<file path="src/rtl/axi_lite_pkg.sv">
// AXI4-Lite response encodings shared by the read-data, read-address and write channel blocks.
package axi_lite_pkg;

  localparam logic [1:0] RESP_OKAY   = 2'b00;
  localparam logic [1:0] RESP_EXOKAY = 2'b01;
  localparam logic [1:0] RESP_SLVERR = 2'b10;
  localparam logic [1:0] RESP_DECERR = 2'b11;

  // SLVERR and DECERR both carry bit 1 set; OKAY and EXOKAY do not.
  function automatic logic resp_is_error(input logic [1:0] resp);
    return resp[1];
  endfunction

endpackage

</file>
<file path="src/rtl/rdata_fifo_mem.sv">
// Storage array for the read-data buffer: one write port, one asynchronous read port, no reset.
module rdata_fifo_mem #(
  parameter int WIDTH = 34,
  parameter int DEPTH = 4
) (
  input  logic                     ACLK,
  input  logic                     wr_en,
  input  logic [$clog2(DEPTH)-1:0] wr_addr,
  input  logic [WIDTH-1:0]         wr_data,
  input  logic [$clog2(DEPTH)-1:0] rd_addr,
  output logic [WIDTH-1:0]         rd_data
);

  logic [WIDTH-1:0] mem [DEPTH];

  always_ff @(posedge ACLK) begin
    if (wr_en) begin
      mem[wr_addr] <= wr_data;
    end
  end

  assign rd_data = mem[rd_addr];

endmodule

</file>
<file path="src/rtl/axi_lite_rdata_buffer.sv">
// AXI4-Lite R-channel buffer: DEPTH-entry FIFO of {RRESP, RDATA} with registered handshake
// flags, an exported fill level and a saturating error-response counter.
module axi_lite_rdata_buffer
  import axi_lite_pkg::*;
#(
  parameter int DATA_WIDTH    = 32,
  parameter int DEPTH         = 4,
  parameter int ERR_CNT_WIDTH = 8
) (
  input  logic                       ACLK,
  input  logic                       ARESET,
  input  logic                       s_RVALID,
  output logic                       s_RREADY,
  input  logic [DATA_WIDTH-1:0]      s_RDATA,
  input  logic [1:0]                 s_RRESP,
  output logic                       m_RVALID,
  input  logic                       m_RREADY,
  output logic [DATA_WIDTH-1:0]      m_RDATA,
  output logic [1:0]                 m_RRESP,
  output logic [$clog2(DEPTH):0]     level,
  output logic [ERR_CNT_WIDTH-1:0]   err_count,
  input  logic                       err_clear
);

  localparam int PTR_W   = $clog2(DEPTH);
  localparam int LVL_W   = PTR_W + 1;
  localparam int ENTRY_W = DATA_WIDTH + 2;
  localparam logic [LVL_W-1:0] FULL_LEVEL = LVL_W'(DEPTH);

  logic [PTR_W-1:0]         wr_ptr;
  logic [PTR_W-1:0]         rd_ptr;
  logic [LVL_W-1:0]         level_q;
  logic [LVL_W-1:0]         level_next;
  logic                     s_ready_q;
  logic                     m_valid_q;
  logic [ERR_CNT_WIDTH-1:0] err_q;
  logic                     push;
  logic                     pop;
  logic [ENTRY_W-1:0]       rd_entry;

  assign push = s_RVALID && s_ready_q;
  assign pop  = m_valid_q && m_RREADY;

  rdata_fifo_mem #(
    .WIDTH (ENTRY_W),
    .DEPTH (DEPTH)
  ) u_mem (
    .ACLK    (ACLK),
    .wr_en   (push),
    .wr_addr (wr_ptr),
    .wr_data ({s_RRESP, s_RDATA}),
    .rd_addr (rd_ptr),
    .rd_data (rd_entry)
  );

  always_comb begin
    level_next = level_q;
    if (push && !pop) begin
      level_next = level_q + 1'b1;
    end else if (!push && pop) begin
      level_next = level_q - 1'b1;
    end
  end

  // Flags are registered from the next level so neither handshake input reaches the opposite side.
  always_ff @(posedge ACLK) begin
    if (ARESET) begin
      wr_ptr    <= '0;
      rd_ptr    <= '0;
      level_q   <= '0;
      s_ready_q <= 1'b0;
      m_valid_q <= 1'b0;
      err_q     <= '0;
    end else begin
      if (push) begin
        wr_ptr <= wr_ptr + 1'b1;
      end
      if (pop) begin
        rd_ptr <= rd_ptr + 1'b1;
      end
      level_q   <= level_next;
      s_ready_q <= (level_next != FULL_LEVEL);
      m_valid_q <= (level_next != '0);
      if (err_clear) begin
        err_q <= '0;
      end else if (push && resp_is_error(s_RRESP) && (err_q != '1)) begin
        err_q <= err_q + 1'b1;
      end
    end
  end

  assign s_RREADY  = s_ready_q;
  assign m_RVALID  = m_valid_q;
  assign m_RDATA   = m_valid_q ? rd_entry[DATA_WIDTH-1:0] : '0;
  assign m_RRESP   = m_valid_q ? rd_entry[ENTRY_W-1 -: 2] : '0;
  assign level     = level_q;
  assign err_count = err_q;

endmodule

</file>
<file path="config.mk">
export PLATFORM = sky130hd
export DESIGN_NAME = axi_lite_rdata_buffer
export DESIGN_NICKNAME = d
export VERILOG_FILES = /design/src/rtl/axi_lite_pkg.sv /design/src/rtl/rdata_fifo_mem.sv /design/src/rtl/axi_lite_rdata_buffer.sv
export SDC_FILE = /design/constraint.sdc
export NUM_CORES = 1
export LEC_CHECK = 0
export BUFFER_PORTS_ARGS = -buffer_cell sky130_fd_sc_hd__buf_2
export CAP_MARGIN = 20
export CORE_AREA = 2 2 120 122
export DETAILED_ROUTE_END_ITERATION = 6
export DIE_AREA = 0 0 122 124
export PLACE_DENSITY = 0.76
export SLEW_MARGIN = 20
export SYNTH_ARGS = -nofsm -noshare
export SYNTH_HDL_FRONTEND = slang
export SYNTH_SLANG_ARGS = --single-unit
export TNS_END_PERCENT = 100
</file>
<file path="constraint.sdc">
create_clock -name ACLK -period 4.3 [get_ports ACLK]
set_input_delay 0.86 -clock ACLK [delete_from_list [all_inputs] [get_ports ACLK]]
set_output_delay 0.86 -clock ACLK [all_outputs]
set_load 0.01 [all_outputs]
</file>
# --- Yosys cells after proc, flatten, opt, wreduce, memory -nomap -nowiden ---
# Memory sizes are Yosys's and may differ from the RTL's. A register that Yosys moved wholly into a read port is not among the register bits.
# Cells that the tools add are included.
classes:
  n_mux: 8
  eq_ne: 2
  n_reduce_logical: 10
  addsub: 5
op_table:
  columns: ["op", "count"]
  rows:
  - ["32-bit 2-to-1 mux", 1]
  - ["8-bit by 1-bit adder with 8-bit output (second input constant)", 1]
  - ["8-bit inequality test (second input constant)", 1]
  - ["1-bit logical AND", 6]
  - ["2-bit 2-to-1 mux", 3]
  - ["3-bit 2-to-1 mux", 2]
  - ["2-bit by 1-bit adder with 2-bit output (second input constant)", 2]
  - ["3-bit by 1-bit adder with 3-bit output (second input constant)", 1]
  - ["3-bit inequality test (second input constant)", 1]
  - ["3-bit nonzero test", 1]
  - ["3-bit by 1-bit subtractor with 3-bit output (second input constant)", 1]
  - ["1-bit logical NOT", 2]
  - ["1-bit 2-to-1 mux", 2]
  - ["2-bit OR reduction", 1]
word_totals:
  register_bits: 17
  n_memories: 1
  ram_bits: 136
  wordCells: 32
  output_inout_bits: 47
memory_table:
  columns: ["name", "depth", "word_bits", "rd", "rd_clocked_by_memory_dff", "wr", "line", "text"]
  rows:
  - ["u_mem.mem", 4, 34, 1, 1, 1, "rdata_fifo_mem.sv:14", "logic [WIDTH-1:0] mem [DEPTH];"]

# --- Longest topological paths before layout ---
# Gate-level depths: netlist (run 1).
depth:
  depth_word: 6
  mapped_depth: 6

# --- Modules after synthesis ---
# Synthesis (run 1) repeated with hierarchy kept, for this count alone.
unflattened:
  cells_unflattened: 313
  area_unflattened_um2: 6039.5
by_module_without_submodules:
  columns: ["mod", "cells_each", "area_each_um2", "n_inst"]
  rows:
  - ["rdata_fifo_mem", 182, 4986.0, 1]
  - ["axi_lite_rdata_buffer", 131, 1053.5, 1]

# --- Worst setup path before layout (run 1) ---
# Ideal clock, no wire load.
synth_timing:
  path_kind: "register -> output"
  startpoint: "reg (tool-made name)"
  endpoint: "out m_RDATA[10]"
  slack_ns: 1.959
  stages_incl_launch_ff: 5
  t_arrival_ns: 1.481
  n_path_buf: 2
  cell_sequence: "dfxtp_1 -> buf_2 -> buf_2 -> mux4_2 -> and2_1"
synth_lines:
  columns: ["element", "line", "text"]
  rows:
  - ["end, declared", "axi_lite_rdata_buffer.sv:18", "output logic [DATA_WIDTH-1:0] m_RDATA,"]

==> reports/metrics.yaml, run 1 <==
pwr:
  power_switching_mw: 1.06
  swShare_pct: 25.9
  power_frac_comb_pct: 18.6
  powerDensity_nw_per_um2: 563
  seq_power_share_pct: 47.0
  power_leakage_nw: 2.56
  clkPwrFrac_pct: 34.4
  peakVddDrop_uv: 270
  internal_power_mw: 3.02
timing:
  finalCriticalPeriod_ns: 3.19
  setup_violations: 0
  finalCritPeriodShare_pct: 74.3
  tns_ns: 0
  rsz0062_at_grt: "no"
  finClkSkew_ns: 0.00469
  timing.final.ws_setup_ns: 1.11
  drv_slew: 0
  finalHoldViolCount: 0
  fmaxAchievable_mhz: 313
  relSlewSlack_pct: 37.6
  worst_slew_pin_slew_ns: 0.936
detailed_routing:
  first_iter_violations: 155
  first_pass_iters: 4
  final_antenna_net_count: 0
  avgRoutedWirePerCell_um: 17.9
  viasPerCell: 5.23
  num_vias: 3199
  route.detailed.drc: 0
  postRouteWirelength_mm: 11.0
clocking:
  htree_levels: 4
  clock_sinks: 155
  clockBufferDepth: 2
  cts_hold_buf: 0
  cts_setup_buffers: 0
  cts_made_buffers: 17
  ctsResizeCount: 0
  worstSkewPairLatency_ns: 0.41
  clk_pin_slew_ns: 0.06
  cts_tree: "done"
  cts_root_buffer: "clkbuf_16"
finish:
  area_delta_synth_final_pct: 19.0
  final_util_pct: 52.8
  drive_above_1_share_pct: 36.9
  fin_nets: 464
  nFillCells: 1096
hold_path:
  hold_path.class: "reg -> reg"
  whs_path_depth: 2
die:
  io_pins: 86
  dieArea_um2: 15100
  dieWidth_um: 122
  dieHeight_um: 124
  core_um2: 13700
  initial_utilization_pct: 44.4
  std_cell_rows: 43
synth:
  netlist.area_leader.share_pct: 67.0
  syn_inst: 328
  synth_edf_count: 136
  synth_area_um2: 6090
  synthTopCellsByArea: "edfxtp_1, mux4_2, dfxtp_1, and2_1, ha_1"
  yosysTopAreaCell: "edfxtp_1"
  yosysUniqueCellTypes: 35
  synthArstFlopShare_pct: 0
  synth_seq_area_share_pct: 73.2
  synth.yosys.warnings: 0
  synth_fp_nets: 374
  synth_seq_cells: 155
  yosysMostFrequentCell: "edfxtp_1"
  ys.flop_type: "edfxtp_1"
  synth_top_cells_by_count: "edfxtp_1, and2_1, mux4_2"
  syn_avg_cell_area_um2: 18.6
worst_setup_path:
  r2r_cells: 4
  end_kind: "primary output"
  r2r_slack_ns: 2.50
  arrival_ns: 2.33
  worstSetupStartpointType: "flip-flop"
  worstPathMaxFanout: 29
  crit_required_ns: 3.44
  path_class: "reg -> out"
placement:
  portBuffers: 85
  globalplace.congestion: 0.760
  pre_cts_slack_ns: 1.48
  hpwl_mm: 6.62
grt:
  grt_max_degree: 35
  antenna_found_initial: 1
  grt_pass1_wl_mm: 17.1
  grt_pass1_vias: 3324
  grt_overflow: 0
  grtUsageTotal_pct: 15.6
status:
  status: "finished, final reports clean"
run:
  maxCapViolations: 0
==> area by class of cell <==
class	count	area, um^2	area share (%)
inverters	6	22.5	0.311
well taps	180	225	3.11
repair buffers	87	440	6.07
clock buffers	19	433	5.97
clock inverters	13	125	1.73
diodes	1	2.50	0.0345
multi-input cells	151	1530	21.2
flip-flops and latches	155	4470	61.6
==> sequential cells by signal, summed over array words and instances (netlist names), named ones only <==
signal     cells
s_RREADY       1
err_count      8
level          3
u_mem.mem    136
m_RVALID       1
rd_ptr         2
wr_ptr         2
==> cells by family after synthesis <==
family | share of synthesized area [%]
flops | 73.2
buf+inv | 1.58
mux | 12.7
simple gates | 7.76
fa+ha+maj | 1.44
compound gates | 2.09
xor+xnor | 1.15
==> worst max-delay path, stage by stage, from the launching register on <==
cell and delay, ns:
dfxtp_2 0.43, buf_4 0.53, mux4_2 0.62, and2_1 0.17, buf_2 0.13
==> path summary, 6_finish.rpt <==
| check | start | endpoint |
|---|---|---|
| min | err_count[6] | err_count[6] |
| min reg2reg | err_count[6] | err_count[6] |
| max reg2reg | m_RVALID | m_RVALID |
| max | flip-flop | m_RDATA[15] |
==> per-layer routing <==
layer	vias up	global-route usage (%)	wire, um
li1	1470	-	-
met1	1614	18.8	4550
met2	96	25.6	5540
met3	19	4.35	634
met4	0	8.41	250
met5	-	0	0
==> power groups by stage <==
stage,Sequential (mW),Clock [mW],Combinational [mW]
CTS,1.92,1.43,0.780
global route,1.94,1.49,0.846
floorplan,1.88,0,0.546
global placement,1.94,0,0.764
finish,1.92,1.41,0.759
detailed placement,1.95,0,0.779
==> placed cells by master, fill, tap and decap left out, types with 2 or more instances in the layout <==
cell type  synthesis  routed
or4_1              2       2
and3_2             4       4
dfxtp_1           19      16
bufinv_16          0       2
nor2_1            12      12
clkbuf_16          0      17
buf_4              0       2
inv_1              6       6
buf_2              5      85
nand3_1            8       8
o21ai_0            3       3
edfxtp_1         136     136
mux4_2            34      34
clkbuf_1          10       2
clkinv_4           0       2
inv_6              0       2
a211oi_1           2       2
xnor2_1            6       6
o31ai_1            3       3
a21oi_1            4       4
and2_1            35      35
and3_1             2       2
clkinv_2           0       3
xor2_1             2       2
ha_1               7       7
dfxtp_2            0       3
clkinv_1           0       4
nand2_1           10      10
o211ai_1           4       4
==> metrics by stage <==
stage / area (um^2) / hold slack (ns) / std cells / total power [mW]
2_1_floorplan: 6090 / 0.469 / 328 / 2.43
3_3_place_gp: 6690 / 0.479 / 579 / 2.71
3_5_place_dp: 6690 / 0.494 / 579 / 2.73
4_1_cts: 7250 / 0.503 / 611 / 4.14
5_1_grt: 7250 / 0.524 / 611 / 4.27
6_report: 7250 / 0.499 / 612 / 4.08
Note: power is estimated with default switching activity, not from simulation.
==> run 2: changes to the inputs <==
Settings changed: PLACE_DENSITY 0.76 to 0.79.
Clock period 4.3 ns to 2.7 ns, I/O delays scaled along.
==> reports/metrics.yaml, run 2 (same netlist as run 1, synthesis figures left out) <==
timing:
  finalCritPeriodShare_pct: 91.2
  finalCriticalPeriod_ns: 2.46
  rsz0062_at_grt: "no"
  worst_slew_pin_slew_ns: 0.625
  fmaxAchievable_mhz: 406
  finalHoldViolCount: 0
  drv_slew: 0
  tns_ns: 0
  setup_violations: 0
  relSlewSlack_pct: 58.3
  finClkSkew_ns: 0.00458
worst_setup_path:
  r2r_start: "m_RVALID"
  worstPathMaxFanout: 34
  end_kind: "primary output"
  arrival_ns: 1.92
  worstSetupStartpointType: "flip-flop"
  path_class: "reg -> out"
  crit_required_ns: 2.16
pwr:
  peakVddDrop_uv: 325
  power_leakage_nw: 2.61
  swShare_pct: 25.2
  clkPwrFrac_pct: 34.8
  internal_power_mw: 4.94
  powerDensity_nw_per_um2: 896
  seq_power_share_pct: 45.4
  power_switching_mw: 1.67
  power_frac_comb_pct: 19.9
detailed_routing:
  num_vias: 3154
  first_pass_iters: 4
  final_antenna_net_count: 0
  viasPerCell: 5.13
  avgRoutedWirePerCell_um: 17.7
  first_iter_violations: 167
  postRouteWirelength_mm: 10.9
  route.detailed.drc: 0
clocking:
  cts_hold_buf: 0
  htree_levels: 4
  clockBufferDepth: 2
  cts_setup_buffers: 0
  clock_sinks: 155
  ctsResizeCount: 0
  clk_pin_slew_ns: 0.06
  cts_root_buffer: "clkbuf_16"
  worstSkewPairLatency_ns: 0.41
  cts_made_buffers: 17
  cts_tree: "done"
die:
  std_cell_rows: 43
  initial_utilization_pct: 44.4
  dieArea_um2: 15100
  dieWidth_um: 122
  io_pins: 86
  dieHeight_um: 124
  core_um2: 13700
finish:
  area_delta_synth_final_pct: 20.9
  antenna-diode-count: 0
  final_cell_mix: "edfxtp_1, buf_2, and2_1"
  regMostFlops: "u_mem.mem"
  fin_nets: 469
  largest_reg_flops: 136
  fin_area_um2: 7370
  drive_above_1_share_pct: 38.2
  layout_commonest_cell: "edfxtp_1"
  final_util_pct: 53.7
  nFillCells: 1091
hold_path:
  min-delay-start: "s_RDATA[22]"
  hold_path.class: "in -> reg"
grt:
  grt_pass1_wl_mm: 16.7
  antenna_found_initial: 1
  grt_overflow: 0
  grt_pass1_vias: 3285
  grtUsageTotal_pct: 15.3
  grt_max_degree: 35
placement:
  portBuffers: 85
  hpwl_mm: 6.96
  globalplace.congestion: 0.717
  post_dp_cell_area_um2: 6790
run:
  maxCapViolations: 0
status:
  status: "finished, final reports clean"
## run 2: worst max-delay path, stage by stage (launching register included)
cell and delay (ns):
dfxtp_2 0.34, buf_12 0.28, mux4_2 0.57, and2_1 0.18
buf_2 0.13
## run 2: cell type report
class                      count  area (um^2)  share of cell area [%]
sequential                   155         4470                    60.6
multi-input combinational    151         1530                    20.8
timing repair buffer          92          541                    7.33
clock buffer                  17          425                    5.77
tap                          180          225                    3.06
clock inverter                14          155                    2.11
inverter                       6         22.5                   0.306
## run 2: power groups by stage
stage / logic (mW) / registers [mW] / clock network [mW]
detailed placement: 1.34 / 3.05 / 0
floorplan: 0.870 / 3.00 / 0
global placement: 1.31 / 3.03 / 0
finish: 1.31 / 2.99 / 2.30
global route: 1.45 / 3.02 / 2.45
CTS: 1.34 / 3.00 / 2.34
## run 2: final timing paths
path / end / slack [ns] / cells past startpoint
max reg2reg: s_RREADY / 0.89 / 4
min reg2reg: wr_ptr[1] / 0.51 / 2
min: u_mem.mem[3][22] / 0.34 / 1
max: m_RDATA[1] / 0.24 / 4
## run 2: layer usage
layer | vias up | wire length [um] | track usage [%]
li1 | 1478 | - | -
met1 | 1588 | 4580 | 18.1
met2 | 73 | 5590 | 26.2
met3 | 13 | 580 | 5.40
met4 | 2 | 119 | 4.89
met5 | - | 13 | 0
## run 2: metrics by stage
stage                     setup WS, ns  std cells  hold WS (ns)  power (mW)
final                            0.238        615         0.340        6.60
after global routing             0.140        615         0.322        6.91
after CTS                        0.194        615         0.325        6.67
after detailed placement         0.640        584         0.498        4.38
after global placement           0.662        584         0.484        4.34
after floorplan                  0.679        328         0.469        3.87
